<file path="src/rtl/rl_fifo_1r1w_ctrl.sv">
// First-word-fall-through FIFO controller wrapped around an external 1R1W RAM
// with 1-cycle read latency. The RAM's registered dout serves as the head word.
module rl_fifo_1r1w_ctrl #(
  parameter int ABITS      = 4,
  parameter int DBITS      = 32,
  parameter int AFULL_LVL  = 2**ABITS - 2,
  parameter int AEMPTY_LVL = 2
) (
  input  logic                   clk_i,
  input  logic                   rst_ni,
  input  logic                   clr_i,
  input  logic                   push_i,
  input  logic [DBITS-1:0]       d_i,
  input  logic                   pop_i,
  output logic [DBITS-1:0]       q_o,
  output logic                   empty_o,
  output logic                   full_o,
  output logic                   almost_full_o,
  output logic                   almost_empty_o,
  output logic [ABITS:0]         count_o,
  output logic                   overflow_o,
  output logic                   underflow_o,
  output logic [ABITS-1:0]       ram_waddr_o,
  output logic [DBITS-1:0]       ram_din_o,
  output logic                   ram_we_o,
  output logic [(DBITS+7)/8-1:0] ram_be_o,
  output logic [ABITS-1:0]       ram_raddr_o,
  output logic                   ram_re_o,
  input  logic [DBITS-1:0]       ram_dout_i
);

  localparam int DEPTH = 2**ABITS;

  logic [ABITS-1:0] wptr;
  logic [ABITS-1:0] rptr;
  logic [ABITS:0]   ram_occ;
  logic             head_vld;
  logic             overflow_q;
  logic             underflow_q;
  logic             pop_ok;
  logic             push_ok;
  logic             read_en;

  // NOTE: every signal driven here gets a default at the top so no path can
  // leave it unassigned and infer a latch.
  always_comb begin
    count_o        = ram_occ + {{ABITS{1'b0}}, head_vld};
    full_o         = (count_o == (ABITS+1)'(DEPTH));
    empty_o        = ~head_vld;
    almost_full_o  = (int'(count_o) >= AFULL_LVL);
    almost_empty_o = (int'(count_o) <= AEMPTY_LVL);
    pop_ok         = pop_i & head_vld & ~clr_i;
    push_ok        = push_i & ~clr_i & (~full_o | pop_ok);
    // ram_occ excludes this cycle's push, so a read never targets the slot being written.
    read_en        = ~clr_i & (ram_occ != '0) & (~head_vld | pop_ok);
  end

  assign q_o         = ram_dout_i;
  assign ram_din_o   = d_i;
  assign ram_we_o    = push_ok;
  assign ram_waddr_o = wptr;
  assign ram_re_o    = read_en;
  assign ram_raddr_o = rptr;
  assign ram_be_o    = '1;
  assign overflow_o  = overflow_q;
  assign underflow_o = underflow_q;

  // NOTE: sequential state uses non-blocking assignments so every register
  // samples the pre-edge values, independent of statement order.
  always_ff @(posedge clk_i or negedge rst_ni) begin
    if (!rst_ni) begin
      wptr        <= '0;
      rptr        <= '0;
      ram_occ     <= '0;
      head_vld    <= 1'b0;
      overflow_q  <= 1'b0;
      underflow_q <= 1'b0;
    end else if (clr_i) begin
      wptr        <= '0;
      rptr        <= '0;
      ram_occ     <= '0;
      head_vld    <= 1'b0;
      overflow_q  <= 1'b0;
      underflow_q <= 1'b0;
    end else begin
      if (push_ok) wptr <= wptr + ABITS'(1);
      if (read_en) rptr <= rptr + ABITS'(1);
      ram_occ <= ram_occ + (ABITS+1)'(push_ok) - (ABITS+1)'(read_en);
      if (read_en)     head_vld <= 1'b1;
      else if (pop_ok) head_vld <= 1'b0;
      overflow_q  <= push_i & ~push_ok;
      underflow_q <= pop_i & ~head_vld;
    end
  end

endmodule

</file>
<file path="config.mk">
export PLATFORM = sky130hd
export DESIGN_NAME = rl_fifo_1r1w_ctrl
export DESIGN_NICKNAME = d
export VERILOG_FILES = /design/src/rtl/rl_fifo_1r1w_ctrl.sv
export SDC_FILE = /design/constraint.sdc
export NUM_CORES = 1
export LEC_CHECK = 0
export BUFFER_PORTS_ARGS = -buffer_cell sky130_fd_sc_hd__buf_2
export CAP_MARGIN = 15
export CORE_UTILIZATION = 36
export DETAILED_ROUTE_END_ITERATION = 12
export GPL_ROUTABILITY_DRIVEN = 0
export PLACE_DENSITY = 0.81
export SLEW_MARGIN = 15
export SYNTH_ARGS = -nofsm -noshare
export SYNTH_HDL_FRONTEND = slang
export SYNTH_SLANG_ARGS = --single-unit
</file>
<file path="constraint.sdc">
create_clock -name clk_i -period 3.2 [get_ports clk_i]
set_input_delay 0.64 -clock clk_i [delete_from_list [all_inputs] [get_ports clk_i]]
set_output_delay 0.64 -clock clk_i [all_outputs]
set_load 0.02 [all_outputs]
</file>
# Word level (Yosys, flattened, before mapping)
# Cells that the tools add are included.
# totals
reg_bits,16
input_bits,69
out_inout_bits,89
# classes
addsub,5
magnitude_cmp,2
n_eq_ne,1
muxes,10
bitwise_logic,14
n_reduce_logical,4
# ops
op,n
2-to-1 mux 4 bit,4
adder 5 x 1 -> 5 bit,2
adder 4 x 1 -> 4 bit (second input constant),2
AND 1 bit,8
== test 5 bit (second input constant),1
>= comparator 5 x 4 -> 1 bit (second input constant),1
<= comparator 5 x 2 -> 1 bit (second input constant),1
2-to-1 mux 1 bit,5
2-to-1 mux 5 bit,1
nonzero test 5 bit,1
subtractor 5 x 1 -> 5 bit,1
NOT 1 bit,4
nonzero test 2 bit,2
nonzero test 3 bit,1
bitwise OR 1 bit,2

# Depth between registers and ports, before layout
# Gate-level depths: netlist (run 1).
# logic_depth
depth_word,8
depth_mapped,14
depth_no_buf,14

# Worst setup path after synthesis (run 1)
# OpenSTA, ideal clock, no wires.
# synth_timing
kind,register to register
startpoint,register head_vld
endpoint,register ram_occ[4]
setup_time_ns,0.136
t_arrival_ns,2.965
t_required_ns,3.064
slack_ns,0.099
stages_incl_launch_ff,15
n_path_buf,0
period_less_slack_ns,3.101
path_cell_list,dfrtp_1 -> ha_1 -> ha_1 -> xor2_1 -> or3_4 -> nor3_1 -> nor2_1 -> ha_1 -> inv_1 -> fa_1 -> inv_1 -> a21oi_1 -> nor2_1 -> or3_1 -> a21oi_1
# synth_between
elab_chain_len,8
# synth_lines
element,line_no,rtl
from (decl),37,logic head_vld;
from (signal assigned),75,head_vld <= 1'b0;
from (signal assigned),82,head_vld <= 1'b0;
from (signal assigned),89,if (read_en) head_vld <= 1'b1;
adder 5 x 1 -> 5 bit,47,"count_o = ram_occ + {{ABITS{1'b0}}, head_vld};"
named net count_o[2],20,"output logic [ABITS:0] count_o,"
== test 5 bit,48,full_o = (count_o == (ABITS+1)'(DEPTH));
NOT 1 bit,53,push_ok = push_i & ~clr_i & (~full_o | pop_ok);
bitwise OR 1 bit,53,
AND 1 bit,53,
named net ram_we_o,25,"output logic ram_we_o,"
adder 5 x 1 -> 5 bit,88,ram_occ <= ram_occ + (ABITS+1)'(push_ok) - (ABITS+1)'(read_en);
subtractor 5 x 1 -> 5 bit,88,
2-to-1 mux 5 bit,78,end else if (clr_i) begin
to (signal assigned),88,
to (decl),36,logic [ABITS:0] ram_occ;
# The timed path passes the listed nets, and every way through them passes these cells.
# A chain may end at the register's enable or synchronous reset.

# Worst setup path in the final report (run 1)
# layout_timing
startpoint,register head_vld
endpoint,register ram_occ[4]
# layout_between
elab_chain_len,8
# layout_lines
element,line_no
adder 5 x 1 -> 5 bit,47
== test 5 bit,48
NOT 1 bit,53
bitwise OR 1 bit,53
AND 1 bit,53
adder 5 x 1 -> 5 bit,88
subtractor 5 x 1 -> 5 bit *,88
2-to-1 mux 5 bit *,78
# Mark *: on every way between the ends. The rest lies on a longest branch, timed or not.

==> results of run 1 <==
## state kept, by name (all words and copies together) (netlist names)
| signal | count |
|---|---|
| head_vld | 1 |
| overflow_o | 1 |
| ram_occ | 5 |
| ram_raddr_o | 4 |
| ram_waddr_o | 4 |
| underflow_o | 1 |
## where the power goes
part	leakage (nW)	internal, mW	switching, mW
combinational	0.459	0.271	0.393
sequential	0.212	0.252	0.0636
clock	0.0288	0.109	0.0742
## cell families (layout without fill, tap and decap cells)
family / count (synthesis) / count (layout) / share of synthesized area (%)
xor gates and xnor gates: 8 / 8 / 4.52
other: 1 / 4 / 0.242
muxes: 4 / 4 / 2.74
AOI/OAI and AO/OA: 14 / 14 / 6.22
buffers and inverters: 80 / 42 / 35.8
adders and majority gates: 13 / 13 / 11.0
and+or+nand+nor: 37 / 37 / 13.6
DFF: 16 / 16 / 25.8
## repair_timing
| item | in CTS | in global routing |
|---|---|---|
| setup endpoints to repair | 0 | 1 |
| endpoints found under the hold margin | 0 | 0 |
| gates resized for setup | 0 | 1 |
## metal layers
layer  routed length (um)  up-vias  GRT usage [%]
met5                    0        -              0
met4                   68        0           7.18
met3                  231       13           3.72
met2                 1220       43           17.7
met1                  964      406           11.6
li1                     -      415              -
## layout by cell type, fill, tap and decap left out, drive strengths merged
master   n
a211o    1
ha      12
o31ai    1
or3      2
mux2i    2
buf     28
xor2     7
clkbuf   4
conb     4
inv     10
nand2    5
and3b    1
nand3    1
nor2    12
or2      2
a21oi    6
nor4     2
nor2b    3
o21ai    2
nor3     1
mux2     2
xnor2    1
fa       1
a211oi   2
dfrtp   16
nor4b    1
a21o     1
nand4    2
a21boi   1
nand2b   5
## worst register-to-register path: stages, from the launching register on
cell and delay, ps:
dfrtp_2 440, ha_1 220, ha_1 210, xor2_1 180, or3_4 390, nor3_1 200
nor2_1 90, ha_1 220, inv_1 70, fa_1 200, inv_1 50, a21oi_1 120
nor2_1 60, or3_1 350, a21oi_1 140
## per-stage QoR
stage / util [%] / instances / hold slack, ps
6_report: 32.3 / 188 / 295
5_1_grt: 32.3 / 188 / 325
4_1_cts: 32.3 / 188 / 306
3_5_place_dp: 30.9 / 184 / 530
3_3_place_gp: 30.9 / 184 / 522
2_1_floorplan: - / 176 / 344
## layout make-up
class	count	area [um2]	share of cell area [%]
clock buffer	4	55.1	4.20
inverter	10	37.5	2.87
multi-input combinational	80	606	46.2
sequential	16	402	30.7
tap	50	62.6	4.78
timing repair buffer	28	148	11.3
## worst max path at each step
stage | startpoint | endpoint | slack (ps) | depth (start not counted)
after floorplan | head_vld$_DFFE_PN0P_ | ram_occ[4]$_DFF_PN0_ | 100 | 14
after global placement | head_vld$_DFFE_PN0P_ | ram_occ[4]$_DFF_PN0_ | 250 | 14
after detailed placement | head_vld$_DFFE_PN0P_ | ram_occ[4]$_DFF_PN0_ | 140 | 14
after CTS | head_vld$_DFFE_PN0P_ | ram_occ[4]$_DFF_PN0_ | 120 | 14
after global routing | head_vld$_DFFE_PN0P_ | ram_occ[4]$_DFF_PN0_ | 1 | 14
final | head_vld$_DFFE_PN0P_ | ram_occ[4]$_DFF_PN0_ | 190 | 14
==> results_dict.tcl, run 1 <==
set metrics [dict create \
    outcome "finished clean" \
    async_reset_ff_share_pct 100 \
    timing.rr.start "head_vld$_DFFE_PN0P_" \
    cts_htree_levels 1 \
    path_class "flop to flop" \
    synthCells 173 \
    cp-start-kind "flop" \
    cts_root_buf "clkbuf_8" \
    grt_max_degree 19 \
    nFillCells 412 \
    clock.fmax_ghz 0.332 \
    hp-class "input pin to async pin" \
    grt_setup_unrepaired "false" \
    clock_path_buffers 2 \
    slowest_stage "dfrtp_2" \
    ys_top_cells_by_area "buf_4 (33%), dfrtp_1 (26%), ha_1 (9.7%)" \
    postRouteAntennaNets 0 \
    drv_slew 0 \
    vias 877 \
    synth_edf_count 0 \
    wl_per_cell_um 13.2 \
    synthTopCellsByCount "buf_4 (68), dfrtp_1 (16), ha_1 (12), nor2_1 (12), inv_1 (10)" \
    setup_violations 0 \
    cts_made_buffers 3 \
    drtIter0Drc 34 \
    reg2reg_to "ram_occ[4]$_DFF_PN0_" \
    initial_utilization_pct 38.2 \
    io_buffers 25 \
    arrival_ps 3190 \
    cp_common_cell "ha_1" \
    grt_pass1_vias 794 \
    design_area_mm2 0.00131 \
    netlist.area_leader.share_pct 32.9 \
    design.portCount 158 \
    p_total_mw 1.16 \
    avgSynthCellArea_um2 8.96 \
    max-cap-violations 0 \
    cp.buffers_inverters 2 \
    place_area_mm2 0.00125 \
    yosys.area.top_type "buf_4" \
    worstSetupEndpointType "flop" \
    cts.hold.buffers_added 0 \
    power_density_mw_per_mm2 887 \
    finalCritPeriodShare_pct 94.0 \
    path_cells "ha_1, ha_1, xor2_1, or3_4, nor3_1, nor2_1, ha_1, inv_1, fa_1, inv_1, a21oi_1, nor2_1, or3_1, a21oi_1" \
    drt-total-wl_um 2490 \
    cp.required_ps 3380 \
    setup_ws_ps 192 \
    reg2regPathDepth 14 \
    period_needed_ps 3010 \
    slowest_delay_ps 440 \
    hpwl_um 1940 \
    drc 0 \
    track_usage_pct 10.8 \
    clk_latency_ps 250 \
    synthToLayoutAreaGrowth_pct -15.5 \
    grt_pass1_wl_um 3580 \
    drt-pass1-iter-count 4 \
    die_y_um 67.6 \
    crit_fanout 6 \
    synth-seq-cells 16 \
    ys_seq_area_share_pct 25.8 \
    synth_cell_types 33 \
    cts_tree "yes" \
    overflow 0 \
    skew_ps 4.56 \
    cts_sinks 16 \
    drive_above_1_share_pct 28.3 \
    chipWidth_um 67.6 \
    synth-main-ff-cell "dfrtp_1" \
    coreArea_mm2 0.00406 \
    ff2ff_setup_slack_ps 190 \
    cpLargestDelayFamily "simple AND/OR/NAND/NOR gates" \
    path_clk_slew_ps 70 \
    placementRows 23 \
    finalNetCount 221 \
    die-area_mm2 0.00457 \
    tns_ps 0 \
    yosysMostFrequentCell "buf_4" \
    pre_cts_ws_ps 141 \
    insertedDiodeCount 0 \
    post_cts_buffers 0 \
    hold_violations 0 \
    viasPerCell 4.66 \
    p_leak_nw 0.700 \
    netlist_area_mm2 0.00155 \
    ir_drop_uv 189 \
    antenna_found_initial 0 \
    synth_warnings 0 \
]
Power figures use the tool's default switching activity.
==> run 2: changes to the inputs <==
--- a/config.mk
+++ b/config.mk
@@ -7,10 +7,9 @@
 export LEC_CHECK = 0
 export BUFFER_PORTS_ARGS = -buffer_cell sky130_fd_sc_hd__buf_2
 export CAP_MARGIN = 15
-export CORE_UTILIZATION = 36
+export CORE_UTILIZATION = 25
 export DETAILED_ROUTE_END_ITERATION = 12
 export GPL_ROUTABILITY_DRIVEN = 0
-export PLACE_DENSITY = 0.81
 export SLEW_MARGIN = 15
 export SYNTH_ARGS = -nofsm -noshare
 export SYNTH_HDL_FRONTEND = slang
==> constraint.sdc (replaced) <==
create_clock -name clk_i -period 2.7 [get_ports clk_i]
set_input_delay 0.54 -clock clk_i [delete_from_list [all_inputs] [get_ports clk_i]]
set_output_delay 0.54 -clock clk_i [all_outputs]
set_load 0.02 [all_outputs]
==> run 2 against run 1 <==
  * Register-to-register slack lost 150 ps
  * Non-clock buffer count grew 10
  * Routed wire length grew 8.0%
  * Die area grew 43%
  * Combinational power grew 52%
  * Setup slack lost 150 ps
  * Via count grew 5.6%
  * Final cell count grew 19%
  * Clock-buffer cell count is the same
  * Flip-flop and latch count is the same
  * Sequential share of layout area shrank 4.2 points
  * Clock skew shrank 3.0 ps
  * Largest cell class unchanged
==> results_dict.tcl, run 2 (same netlist as run 1, synthesis figures left out) <==
set metrics [dict create \
    drtIter0Drc 20 \
    hold_ws_ps 195 \
    die_y_um 80.7 \
    met1_length_um 1070 \
    coreArea_mm2 0.00596 \
    max-cap-violations 0 \
    synthToLayoutAreaGrowth_pct -2.02 \
    tns_ps 0 \
    wl_per_cell_um 12.1 \
    overflow 0 \
    fin_util_pct 25.5 \
    largest_reg_flops 5 \
    layout_commonest_cell "buf_2" \
    cp-start-kind "flop" \
    path_class "flop to flop" \
    grt_setup_unrepaired "true" \
    crit_cells 14 \
    hpwl_um 2140 \
    dr_wl_met3_um 249 \
    clk_latency_ps 250 \
    clock_path_buffers 2 \
    cp-endpoint "ram_occ[4]$_DFF_PN0_" \
    p_leak_nw 0.757 \
    cts_htree_levels 1 \
    die-area_mm2 0.00652 \
    skew_ps 1.56 \
    cts_made_buffers 3 \
    drive_above_1_share_pct 42.6 \
    crit_start "head_vld$_DFFE_PN0P_" \
    design_area_mm2 0.00152 \
    grt_pass1_vias 922 \
    wl_met2_um 1280 \
    clock.fmax_ghz 0.376 \
    worstSetupEndpointType "flop" \
    hp-class "input pin to async pin" \
    slowest_delay_ps 420 \
    drv_slew 0 \
    slowest_stage "dfrtp_2" \
    track_usage_pct 8.59 \
    cts_tree "yes" \
    drc 0 \
    outcome "finished clean" \
    cts_root_buf "clkbuf_8" \
    drt-total-wl_um 2690 \
    cp.buffers_inverters 2 \
    drt-pass1-iter-count 4 \
    period_needed_ps 2660 \
    chipWidth_um 80.7 \
    hold_violations 0 \
    finalNetCount 231 \
    viasPerCell 4.15 \
    place_area_mm2 0.00142 \
    highest_layer "met4" \
    ir_drop_uv 461 \
    power_density_mw_per_mm2 1040 \
    crit_fanout 3 \
    grt_max_degree 17 \
    cp.required_ps 2890 \
    cp_common_cell "ha_4" \
    arrival_ps 2840 \
    finalCritPeriodShare_pct 98.4 \
    path_clk_slew_ps 70 \
    setup_violations 0 \
    max_flop_register "ram_occ" \
    initial_utilization_pct 26.0 \
    io_buffers 25 \
    cts_sinks 16 \
    path_cells "ha_4, ha_4, xor2_4, or3_4, nor3_4, nor2_2, ha_4, inv_2, fa_2, inv_1, a21oi_1, nor2_1, or3_1, a21oi_2" \
    reg2regPathDepth 14 \
    postRouteAntennaNets 0 \
    placementRows 28 \
    p_total_mw 1.58 \
    design.portCount 158 \
    vias 926 \
    timing.rr.start "head_vld$_DFFE_PN0P_" \
    final_cell_mix "buf_2 (24), dfrtp_1 (15), buf_4 (14), nor2_1 (11), ha_1 (8)" \
    antenna_found_initial 0 \
    ff2ff_setup_slack_ps 40 \
    reg2reg_to "ram_occ[4]$_DFF_PN0_" \
    insertedDiodeCount 0 \
    cpLargestDelayFamily "simple AND/OR/NAND/NOR gates" \
    nFillCells 655 \
    grt_pass1_wl_um 4170 \
]
[run 2: cell count changes in the layout (fill, tap and decap cells not counted), moves of 3 or more]
cell	change
ha_1	-4
buf_4	+11
ha_4	+3
inv_2	+3
inv_1	-3
[run 2: worst min-delay path by stage]
stage | start | endpoint | slack, ps | cells past startpoint
final | rst_ni | ram_occ[3]$_DFF_PN0_ | 200 | 1
after CTS | rst_ni | ram_occ[3]$_DFF_PN0_ | 210 | 1
after global routing | rst_ni | ram_occ[3]$_DFF_PN0_ | 230 | 1
after detailed placement | rst_ni | ram_occ[3]$_DFF_PN0_ | 490 | 1
after floorplan | rst_ni | head_vld$_DFFE_PN0P_ | 240 | 0
after global placement | rst_ni | ram_occ[3]$_DFF_PN0_ | 480 | 1
[run 2: cell type report]
cell class | instances | area (um2) | area share, %
multi-input cells | 80 | 706 | 46.5
repair buffers | 38 | 225 | 14.8
flip-flops and latches | 16 | 402 | 26.4
well taps | 75 | 93.8 | 6.18
inverters | 10 | 37.5 | 2.47
clock buffers | 4 | 55.1 | 3.62
[run 2: where the power goes]
group | internal (mW) | total, mW | switching [mW]
combinational | 0.457 | 1.01 | 0.554
clock | 0.129 | 0.215 | 0.0859
sequential | 0.298 | 0.358 | 0.0599
[run 2: layer usage]
metal  global-route usage [%]  vias up
li1                         -      431
met1                     8.82      446
met2                     14.4       39
met3                     2.92       10
met4                     6.61        0
met5                        0        -
[run 2: per-stage QoR]
stage	cells	setup slack [ps]
after floorplan	176	-54.5
after global placement	217	80.2
after detailed placement	217	4.03
after CTS	222	1.06
after global routing	223	-91.7
final	223	42.0
[run 2: repair_timing]
action	4_1_cts	5_1_grt
hold buffers	0	0
pin swaps	0	7
setup endpoints to repair	2	2
buffers inserted	1	1
resized for setup	1	8
